===== config.mk =====
export PLATFORM = sky130hd
export DESIGN_NAME = serial_input_receiver
export DESIGN_NICKNAME = d
export VERILOG_FILES = /design/src/rtl/serial_input_receiver.sv
export SDC_FILE = /design/constraint.sdc
export NUM_CORES = 1
export LEC_CHECK = 0
export ABC_AREA = 1
export CAP_MARGIN = 20
export CELL_PAD_IN_SITES_DETAIL_PLACEMENT = 1
export CELL_PAD_IN_SITES_GLOBAL_PLACEMENT = 2
export CORE_UTILIZATION = 37
export CTS_CLUSTER_DIAMETER = 50
export DETAILED_ROUTE_END_ITERATION = 8
export HOLD_SLACK_MARGIN = 0.08
export PLACE_DENSITY = 0.87
export SLEW_MARGIN = 30
export SYNTH_ARGS = -nofsm -noshare
export SYNTH_HDL_FRONTEND = slang
export SYNTH_SLANG_ARGS = --single-unit

===== constraint.sdc =====
create_clock -name Dclk -period 2.1 [get_ports Dclk]
set_input_delay 0.42 -clock Dclk [delete_from_list [all_inputs] [get_ports Dclk]]
set_output_delay 0.42 -clock Dclk [all_outputs]
set_load 0.005 [all_outputs]

===== src/rtl/serial_input_receiver.sv =====
`default_nettype none
// ============================================================================
//  Module      : serial_input_receiver
//  Description : Two-channel (left/right) MSB-first serial word receiver.
//                A one-cycle Frame pulse marks the MSB of each word. Both
//                channels are shifted in together. The completed words are
//                published on data_L/data_R with a one-cycle input_ready
//                pulse. Words can arrive back to back.
//
//                A Frame that arrives while a word is still incomplete
//                discards the partial word. It pulses frame_err and restarts
//                reception with the current bit as the MSB.
//
//                Optional zero-run detector, enabled by the macro
//                ZERO_DETECT_EN: allzeros_X is raised once a channel has
//                delivered ZERO_RUN consecutive all-zero words. It is cleared
//                by the first nonzero word. When the macro is undefined,
//                allzeros_L and allzeros_R are tied low.
//
//  Parameters  : WORD_W   - serial word length in bits (>= 2)
//                ZERO_RUN - consecutive zero words that mark a channel silent
//
//  Ports       : Dclk        in   clock, rising edge
//                Reset_n     in   asynchronous active-low reset
//                Frame       in   one-cycle pulse coincident with each MSB
//                InputL      in   left-channel serial bit
//                InputR      in   right-channel serial bit
//                data_L      out  last complete left word
//                data_R      out  last complete right word
//                input_ready out  one-cycle pulse when data_L/data_R update
//                allzeros_L  out  left channel silent (zero-run detector)
//                allzeros_R  out  right channel silent (zero-run detector)
//                frame_err   out  one-cycle pulse on a premature Frame
//
//  Revision    : 1.0  initial release
// ============================================================================
module serial_input_receiver #(
  parameter int WORD_W   = 16,
  parameter int ZERO_RUN = 800
) (
  input  logic              Dclk,
  input  logic              Reset_n,
  input  logic              Frame,
  input  logic              InputL,
  input  logic              InputR,
  output logic [WORD_W-1:0] data_L,
  output logic [WORD_W-1:0] data_R,
  output logic              input_ready,
  output logic              allzeros_L,
  output logic              allzeros_R,
  output logic              frame_err
);

  // bit_cnt only ever holds WORD_W-2 .. 0
  localparam int                 c_CNT_W     = (WORD_W > 2) ? $clog2(WORD_W) : 1;
  localparam logic [c_CNT_W-1:0] c_BIT_START = c_CNT_W'(WORD_W - 2);
  localparam logic [c_CNT_W-1:0] c_CNT_ONE   = c_CNT_W'(1);

  localparam logic [0:0] S_IDLE = 1'b0;
  localparam logic [0:0] S_RECV = 1'b1;

  logic [0:0]         r_state;
  logic [c_CNT_W-1:0] r_bit_cnt;
  logic [WORD_W-1:0]  r_shift_l;
  logic [WORD_W-1:0]  r_shift_r;
  logic               r_word_done;   // bit 0 was sampled on the previous edge
  logic [WORD_W-1:0]  r_data_l;
  logic [WORD_W-1:0]  r_data_r;
  logic               r_input_ready;
  logic               r_frame_err;

  // --------------------------------------------------------------------------
  // Reception FSM.
  // The FSM drops back to IDLE on the same edge that samples bit 0. It also
  // raises r_word_done, and the word is published on the following edge.
  // Because of this, a Frame in the cycle right after bit 0 is seen in IDLE
  // and starts the next word with no gap.
  // --------------------------------------------------------------------------
  always_ff @(posedge Dclk or negedge Reset_n) begin
    if (!Reset_n) begin
      r_state     <= S_IDLE;
      r_bit_cnt   <= '0;
      r_shift_l   <= '0;
      r_shift_r   <= '0;
      r_word_done <= 1'b0;
      r_frame_err <= 1'b0;
    end else begin
      r_word_done <= 1'b0;
      r_frame_err <= 1'b0;
      case (r_state)
        S_IDLE: begin
          if (Frame) begin
            r_shift_l[WORD_W-1] <= InputL;
            r_shift_r[WORD_W-1] <= InputR;
            r_bit_cnt           <= c_BIT_START;
            r_state             <= S_RECV;
          end
        end
        S_RECV: begin
          if (Frame) begin
            // Premature frame: abandon the partial word, restart at the MSB
            r_frame_err         <= 1'b1;
            r_shift_l[WORD_W-1] <= InputL;
            r_shift_r[WORD_W-1] <= InputR;
            r_bit_cnt           <= c_BIT_START;
          end else begin
            r_shift_l[r_bit_cnt] <= InputL;
            r_shift_r[r_bit_cnt] <= InputR;
            if (r_bit_cnt == '0) begin
              r_word_done <= 1'b1;
              r_state     <= S_IDLE;
            end else begin
              r_bit_cnt <= r_bit_cnt - c_CNT_ONE;
            end
          end
        end
        default: r_state <= S_IDLE;
      endcase
    end
  end

  // --------------------------------------------------------------------------
  // Output word registers. On the publish edge, the shift registers still
  // hold the finished word, even if a new Frame loads the MSB on that same
  // edge.
  // --------------------------------------------------------------------------
  always_ff @(posedge Dclk or negedge Reset_n) begin
    if (!Reset_n) begin
      r_data_l      <= '0;
      r_data_r      <= '0;
      r_input_ready <= 1'b0;
    end else begin
      r_input_ready <= r_word_done;
      if (r_word_done) begin
        r_data_l <= r_shift_l;
        r_data_r <= r_shift_r;
      end
    end
  end

  assign data_L      = r_data_l;
  assign data_R      = r_data_r;
  assign input_ready = r_input_ready;
  assign frame_err   = r_frame_err;

`ifdef ZERO_DETECT_EN
  // --------------------------------------------------------------------------
  // Zero-run detector. The counters advance only on published words, so
  // discarded partial words never affect them.
  // --------------------------------------------------------------------------
  localparam int                  c_ZCNT_W   = $clog2(ZERO_RUN + 1);
  localparam logic [c_ZCNT_W-1:0] c_ZERO_RUN = c_ZCNT_W'(ZERO_RUN);
  localparam logic [c_ZCNT_W-1:0] c_ZONE     = c_ZCNT_W'(1);

  logic [c_ZCNT_W-1:0] r_zcnt_l;
  logic [c_ZCNT_W-1:0] r_zcnt_r;
  logic [c_ZCNT_W-1:0] w_zcnt_l_next;
  logic [c_ZCNT_W-1:0] w_zcnt_r_next;
  logic                r_allzeros_l;
  logic                r_allzeros_r;

  // Counter value after the word now sitting in the shift register is
  // published: saturating increment on zero, clear on nonzero.
  always_comb begin
    w_zcnt_l_next = r_zcnt_l;
    if (r_shift_l != '0) begin
      w_zcnt_l_next = '0;
    end else if (r_zcnt_l != c_ZERO_RUN) begin
      w_zcnt_l_next = r_zcnt_l + c_ZONE;
    end

    w_zcnt_r_next = r_zcnt_r;
    if (r_shift_r != '0) begin
      w_zcnt_r_next = '0;
    end else if (r_zcnt_r != c_ZERO_RUN) begin
      w_zcnt_r_next = r_zcnt_r + c_ZONE;
    end
  end

  // The flags are computed from the next counter value. This lets them
  // change on the same edge as input_ready.
  always_ff @(posedge Dclk or negedge Reset_n) begin
    if (!Reset_n) begin
      r_zcnt_l     <= '0;
      r_zcnt_r     <= '0;
      r_allzeros_l <= 1'b0;
      r_allzeros_r <= 1'b0;
    end else if (r_word_done) begin
      r_zcnt_l     <= w_zcnt_l_next;
      r_zcnt_r     <= w_zcnt_r_next;
      r_allzeros_l <= (w_zcnt_l_next == c_ZERO_RUN);
      r_allzeros_r <= (w_zcnt_r_next == c_ZERO_RUN);
    end
  end

  assign allzeros_L = r_allzeros_l;
  assign allzeros_R = r_allzeros_r;
`else
  // Detector not built: ZERO_RUN is accepted for interface compatibility only
  logic w_unused_zero_run;
  assign w_unused_zero_run = (ZERO_RUN == 0);

  assign allzeros_L = 1'b0;
  assign allzeros_R = 1'b0;
`endif

endmodule
`default_nettype wire


==> results of run 1 <==
[cell families after synthesis]
kind of cell,Yosys count,share of synthesized area
buf+inv,36,0.0502
flops,72,0.617
compound gates,49,0.0849
fa+ha+maj,5,0.0214
simple gates,100,0.163
other cells,1,0.00129
mux,16,0.0617
[layer usage]
metal | GRT usage | up-vias | share of wire
met1 | 0.213 | 1022 | 0.46
met2 | 0.273 | 31 | 0.50
met5 | 0 | - | 0
met3 | 0.0404 | 9 | 0.028
li1 | - | 985 | -
met4 | 0.0661 | 0 | 0.014
[cell usage after synthesis, types with 4 or more instances]
cell type | count | area share
nand3_1 | 8 | 0.014
dfrtp_1 | 72 | 0.62
ha_1 | 5 | 0.021
mux2_2 | 16 | 0.062
nor2_2 | 11 | 0.024
nand2_1 | 54 | 0.069
nor2_1 | 17 | 0.022
inv_1 | 25 | 0.032
a21oi_1 | 16 | 0.027
o21ai_0 | 31 | 0.053
clkbuf_1 | 4 | 0.0051
[area by class of cell]
class	instances	share of cell area
multi-input combinational	172	0.267
timing repair buffer	43	0.117
sequential	72	0.494
tap	102	0.0350
clock inverter	5	0.0223
clock buffer	10	0.0377
inverter	27	0.0278
[metrics by stage]
stage,instances,hold slack [ns],area (µm²)
6_report,431,0.0836,3650
5_1_grt,431,0.112,3650
4_1_cts,431,0.107,3650
3_5_place_dp,416,0.481,3430
3_3_place_gp,416,0.472,3430
2_1_floorplan,280,0.124,2920
[registers in the layout, indices dropped and copies added (netlist names)]
signal       count
r_shift_r       16
r_state          1
data_R          16
frame_err        1
r_shift_l       16
r_bit_cnt        4
input_ready      1
data_L          16
r_word_done      1
[worst paths after layout]
check	endpoint	slack, ns	cells after the start
worst max register to register	r_bit_cnt[2]$_DFFE_PN0P_	0.60	7
worst min register to register	r_shift_l[0]$_DFFE_PN0P_	0.50	2
worst max-delay path	data_L[11]	0.46	1
max in group asynchronous	r_state$_DFF_PN0_	1.70	2
min in group Dclk	r_shift_l[0]$_DFFE_PN0P_	0.50	2
worst min-delay path	data_R[14]$_DFFE_PN0P_	0.08	2
[power by group through the flow]
stage / clock network (mW) / logic [mW] / registers, mW
floorplan: 0 / 0.218 / 1.64
finish: 1.21 / 0.360 / 1.63
detailed placement: 0 / 0.366 / 1.66
global route: 1.29 / 0.424 / 1.65
CTS: 1.24 / 0.370 / 1.63
global placement: 0 / 0.350 / 1.65
==> results_dict.tcl, run 1 <==
set metrics [dict create \
    outcome "finished clean" \
    cts_htree_levels 3 \
    drc_errors 0 \
    switching_share 0.254 \
    pin_count 41 \
    start_util 0.380 \
    fin_util 0.475 \
    drt-vias-per-instance 4.75 \
    io_buffers 38 \
    max_freq_ghz 0.609 \
    synth_edf_count 0 \
    hold_path.class "primary input to asynchronous set/reset pin" \
    seqPwrFrac 0.509 \
    yosys_warnings 0 \
    syn-cell-area_um2 2920 \
    crit_path_start_kind "flip-flop" \
    final_hold_viol_count 0 \
    cts.reportedPaths.clkPinSlew_ns 0.08 \
    ir_drop_mv 0.305 \
    multi_input_area_um2 973 \
    cp_top_family "buffers and inverters" \
    slew_violations 0 \
    post_cts_buffers 0 \
    synth_cell_types 23 \
    tns_ns 0 \
    crit_type "flip-flop to primary output" \
    clock_path_buffers 2 \
    final_cell_mix "dfrtp_1, nand2_1, clkdlybuf4s50_1" \
    worstPathBufferInverterCount 1 \
    vias 2047 \
    grt_overflow 0 \
    clock_sinks 72 \
    drtPass1Iterations 6 \
    nFillCells 863 \
    grt_start_max_net_pins 73 \
    cts-hold-fix-buffers 0 \
    fin_crit_ns 1.64 \
    layout_commonest_cell "dfrtp_1" \
    post-place-ws_ns 0.372 \
    nNetsFinal 335 \
    cp_max_fo 2 \
    slowest_delay_ns 0.52 \
    cp.required_ns 1.68 \
    grt_pass1_vias 2252 \
    routed_wl_mm 5.93 \
    combPwrFrac 0.113 \
    ys.flop_type "dfrtp_1" \
    grt_pass1_wl_mm 10.6 \
    min_period_over_period 0.782 \
    area_growth_pct 25.0 \
    skew_ns 0.00897 \
    dpl.hpwl_mm 4.10 \
    fp.dieW_um 90.8 \
    power_mw 3.20 \
    cts_tree "done" \
    critPathCaptureType "primary output" \
    drtIter0Drc 79 \
    cts_resized 0 \
    wl_per_cell_um 13.8 \
    power_density_nw_per_um2 877 \
    critPathLaunch "data_L[11]$_DFFE_PN0P_" \
    dieArea_um2 8240 \
    path_cells "clkdlybuf4s50_1" \
    async_reset_ff_frac 1.00 \
    avgSynthCellArea_um2 10.5 \
    ys_seq_elements 72 \
    power_leakage_nw 1.76 \
    root_buffer "clkbuf_8" \
    antenna_found_initial 0 \
    synth_seq_area_share 0.617 \
    crit_slowest_cell "clkdlybuf4s50_1" \
    drive_gt1_frac 0.173 \
    clkPwrFrac 0.378 \
    rsz0062_at_grt "no" \
    ant_nets 0 \
    cap_violations 0 \
    setup_viol 0 \
    die_h_um 90.8 \
    cts_made_buffers 9 \
    synth_cells 279 \
    p_int_mw 2.39 \
    antenna_cells 0 \
    p_sw_uw 814 \
    rows 32 \
    reg2reg_from "r_bit_cnt[0]$_DFFE_PN0P_" \
    track_usage 0.167 \
    critPathArrivalTime_ns 1.22 \
    timing.final.ws_setup_ns 0.457 \
    place_congestion 0.756 \
    clkLatencyLatePin_ns 0.34 \
    area.sequential_um2 1800 \
    core_area_um2 7690 \
]
No activity file was read; power rests on OpenSTA's default activity.
==> run 2, diff against run 1 <==
--- a/config.mk
+++ b/config.mk
@@ -9,11 +9,11 @@
 export CAP_MARGIN = 20
 export CELL_PAD_IN_SITES_DETAIL_PLACEMENT = 1
 export CELL_PAD_IN_SITES_GLOBAL_PLACEMENT = 2
-export CORE_UTILIZATION = 37
+export CORE_UTILIZATION = 31
 export CTS_CLUSTER_DIAMETER = 50
 export DETAILED_ROUTE_END_ITERATION = 8
 export HOLD_SLACK_MARGIN = 0.08
-export PLACE_DENSITY = 0.87
+export PLACE_DENSITY = 0.78
 export SLEW_MARGIN = 30
 export SYNTH_ARGS = -nofsm -noshare
 export SYNTH_HDL_FRONTEND = slang
==> constraint.sdc (replaced) <==
create_clock -name Dclk -period 1.5 [get_ports Dclk]
set_input_delay 0.3 -clock Dclk [delete_from_list [all_inputs] [get_ports Dclk]]
set_output_delay 0.3 -clock Dclk [all_outputs]
set_load 0.005 [all_outputs]
==> run 2 against run 1 <==
First-iteration DRC count down 1.3%. Sequential cell count did not move. Register-to-register slack got worse by 0.44 ns. Cell count grew 4.4%. Sequential share of layout area shrank 0.67 points. Highest routed layer unchanged.
==> results_dict.tcl, run 2 (synthesis gave the netlist of run 1 again) <==
set metrics [dict create \
    final_cell_mix "dfrtp_1, nand2_1, o21ai_0" \
    max_freq_ghz 0.747 \
    clock_path_buffers 2 \
    clkLatencyLatePin_ns 0.34 \
    outcome "finished clean" \
    cts.reportedPaths.clkPinSlew_ns 0.07 \
    cts_tree "done" \
    drtIter0Drc 78 \
    cts_htree_levels 3 \
    wl_per_cell_um 13.8 \
    r2r_slack_ns 0.16 \
    worstPathBufferInverterCount 2 \
    cp_top_family "flip-flops" \
    grt_pass1_vias 2219 \
    slowest_delay_ns 0.42 \
    crit_path_start_kind "flip-flop" \
    drive_gt1_frac 0.192 \
    min_period_over_period 0.892 \
    ir_drop_mv 0.470 \
    slew_violations 0 \
    fp.dieW_um 99.0 \
    start_util 0.317 \
    fin_util 0.402 \
    grt_overflow 0 \
    io_buffers 38 \
    area_growth_pct 26.8 \
    skew_ns 0.00863 \
    critPathArrivalTime_ns 1.56 \
    drc_errors 0 \
    dieArea_um2 9800 \
    crit_type "flip-flop to flip-flop" \
    place_congestion 0.726 \
    rsz0062_at_grt "no" \
    reg2reg_from "r_bit_cnt[1]$_DFFE_PN0P_" \
    path_cells "inv_1 -> ha_1 -> buf_4 -> nand2_4 -> nor2_2 -> o21ai_0" \
    cp.required_ns 1.73 \
    fin_crit_ns 1.34 \
    grt_pass1_wl_mm 10.8 \
    setup_viol 0 \
    power_density_nw_per_um2 1160 \
    routed_wl_mm 6.19 \
    rows 35 \
    ant_nets 0 \
    pin_count 41 \
    holdPathEnd "r_shift_l[2]$_DFFE_PN0P_" \
    die_h_um 99.0 \
    layout_commonest_cell "dfrtp_1" \
    track_usage 0.144 \
    power_leakage_nw 2.04 \
    nNetsFinal 345 \
    antenna_found_initial 0 \
    vias 2066 \
    hold_path.class "flip-flop to flip-flop" \
    crit_slowest_cell "dfrtp_1" \
    cts_made_buffers 9 \
    cap_violations 0 \
    clock_sinks 72 \
    hold_start "r_shift_l[2]$_DFFE_PN0P_" \
    dpl.hpwl_mm 4.25 \
    post-place-ws_ns -0.131 \
    final_hold_viol_count 0 \
    timing.final.ws_setup_ns 0.162 \
    worstReg2RegEnd "r_shift_r[8]$_DFFE_PN0P_" \
    antenna_cells 0 \
    root_buffer "clkbuf_8" \
    drt-vias-per-instance 4.59 \
    cp_max_fo 4 \
    grt_start_max_net_pins 73 \
    min_path_cells 2 \
    r2r_cells 6 \
    core_area_um2 9200 \
    drtPass1Iterations 4 \
    critPathCaptureType "flip-flop" \
]
run 2: changes by cell type in the layout (fill, tap and decap cells not counted):
| cell | previous run | this run |
|---|---|---|
| clkdlybuf4s50_1 | 37 | 3 |
| buf_4 | 4 | 12 |
| inv_2 | 2 | 3 |
| clkinv_4 | 1 | 0 |
| dlygate4sd2_1 | 0 | 28 |
| dlymetal6s2s_1 | 0 | 6 |
| bufinv_16 | 2 | 1 |
| dlygate4sd3_1 | 0 | 1 |
| clkbuf_1 | 0 | 2 |
| inv_1 | 25 | 24 |
| buf_12 | 1 | 2 |
run 2: how the worst max path moves through the flow:
| stage | slack [ns] | startpoint | depth (start not counted) | endpoint |
|---|---|---|---|---|
| detailed placement | -0.13 | Frame | 5 | r_shift_l[5]$_DFFE_PN0P_ |
| global placement | -0.10 | Frame | 5 | r_shift_l[5]$_DFFE_PN0P_ |
| global route | 0.003 | r_bit_cnt[1]$_DFFE_PN0P_ | 7 | r_shift_r[8]$_DFFE_PN0P_ |
| finish | 0.16 | r_bit_cnt[1]$_DFFE_PN0P_ | 6 | r_shift_r[8]$_DFFE_PN0P_ |
| CTS | 0.002 | data_R[15]$_DFFE_PN0P_ | 1 | data_R[15] |
| floorplan | 0.20 | r_bit_cnt[0]$_DFFE_PN0P_ | 7 | r_bit_cnt[2]$_DFFE_PN0P_ |
run 2: worst min-delay path: cells and delay by family (launching register included):
family           cells  cell delay (ns)
flip-flops           1             0.35
AO/OA/AOI/OAI        1             0.06
AND/OR/NAND/NOR      1             0.05
run 2: stage by stage:
step / power [mW] / setup TNS, ns / cell area [µm²] / hold WS [ns] / cells
finish: 4.29 / 0 / 3700 / 0.498 / 450
detailed placement: 2.85 / -2.31 / 3470 / 0.364 / 427
global placement: 2.81 / -1.41 / 3470 / 0.365 / 427
global route: 4.56 / 0 / 3700 / 0.530 / 450
CTS: 4.38 / 0 / 3680 / 0.506 / 450
floorplan: 2.60 / 0 / 2920 / 0.00441 / 280
run 2: layout make-up:
cell class                 count  area (µm²)
sequential                    72        1800
clock inverter                 3        42.5
timing repair buffer          53         495
clock buffer                  12         145
tap                          111         139
inverter                      27         101
fill                        1048        5500
multi-input combinational    172         973
run 2: timing repair:
action                                  in CTS  in global routing
gates resized for setup                     28                  7
endpoints found under the hold margin       72                  0
endpoints found under the setup margin      30                  8
hold buffers                                 1                  0
setup buffers                                7                  0
run 2: layer usage:
layer	vias up	global-route usage	routed length, µm	share of wire
li1	1002	-	-	-
met1	1024	0.181	2890	0.47
met2	31	0.235	3040	0.49
met3	9	0.0468	184	0.030
met4	0	0.0494	81	0.013
met5	-	0	0	0
run 2: where the power goes:
group          total [mW]  switching, mW  internal (mW)
Sequential           2.29          0.108           2.18
Clock                1.50          0.692          0.803
Combinational       0.504          0.320          0.184
Total                4.29           1.12           3.17
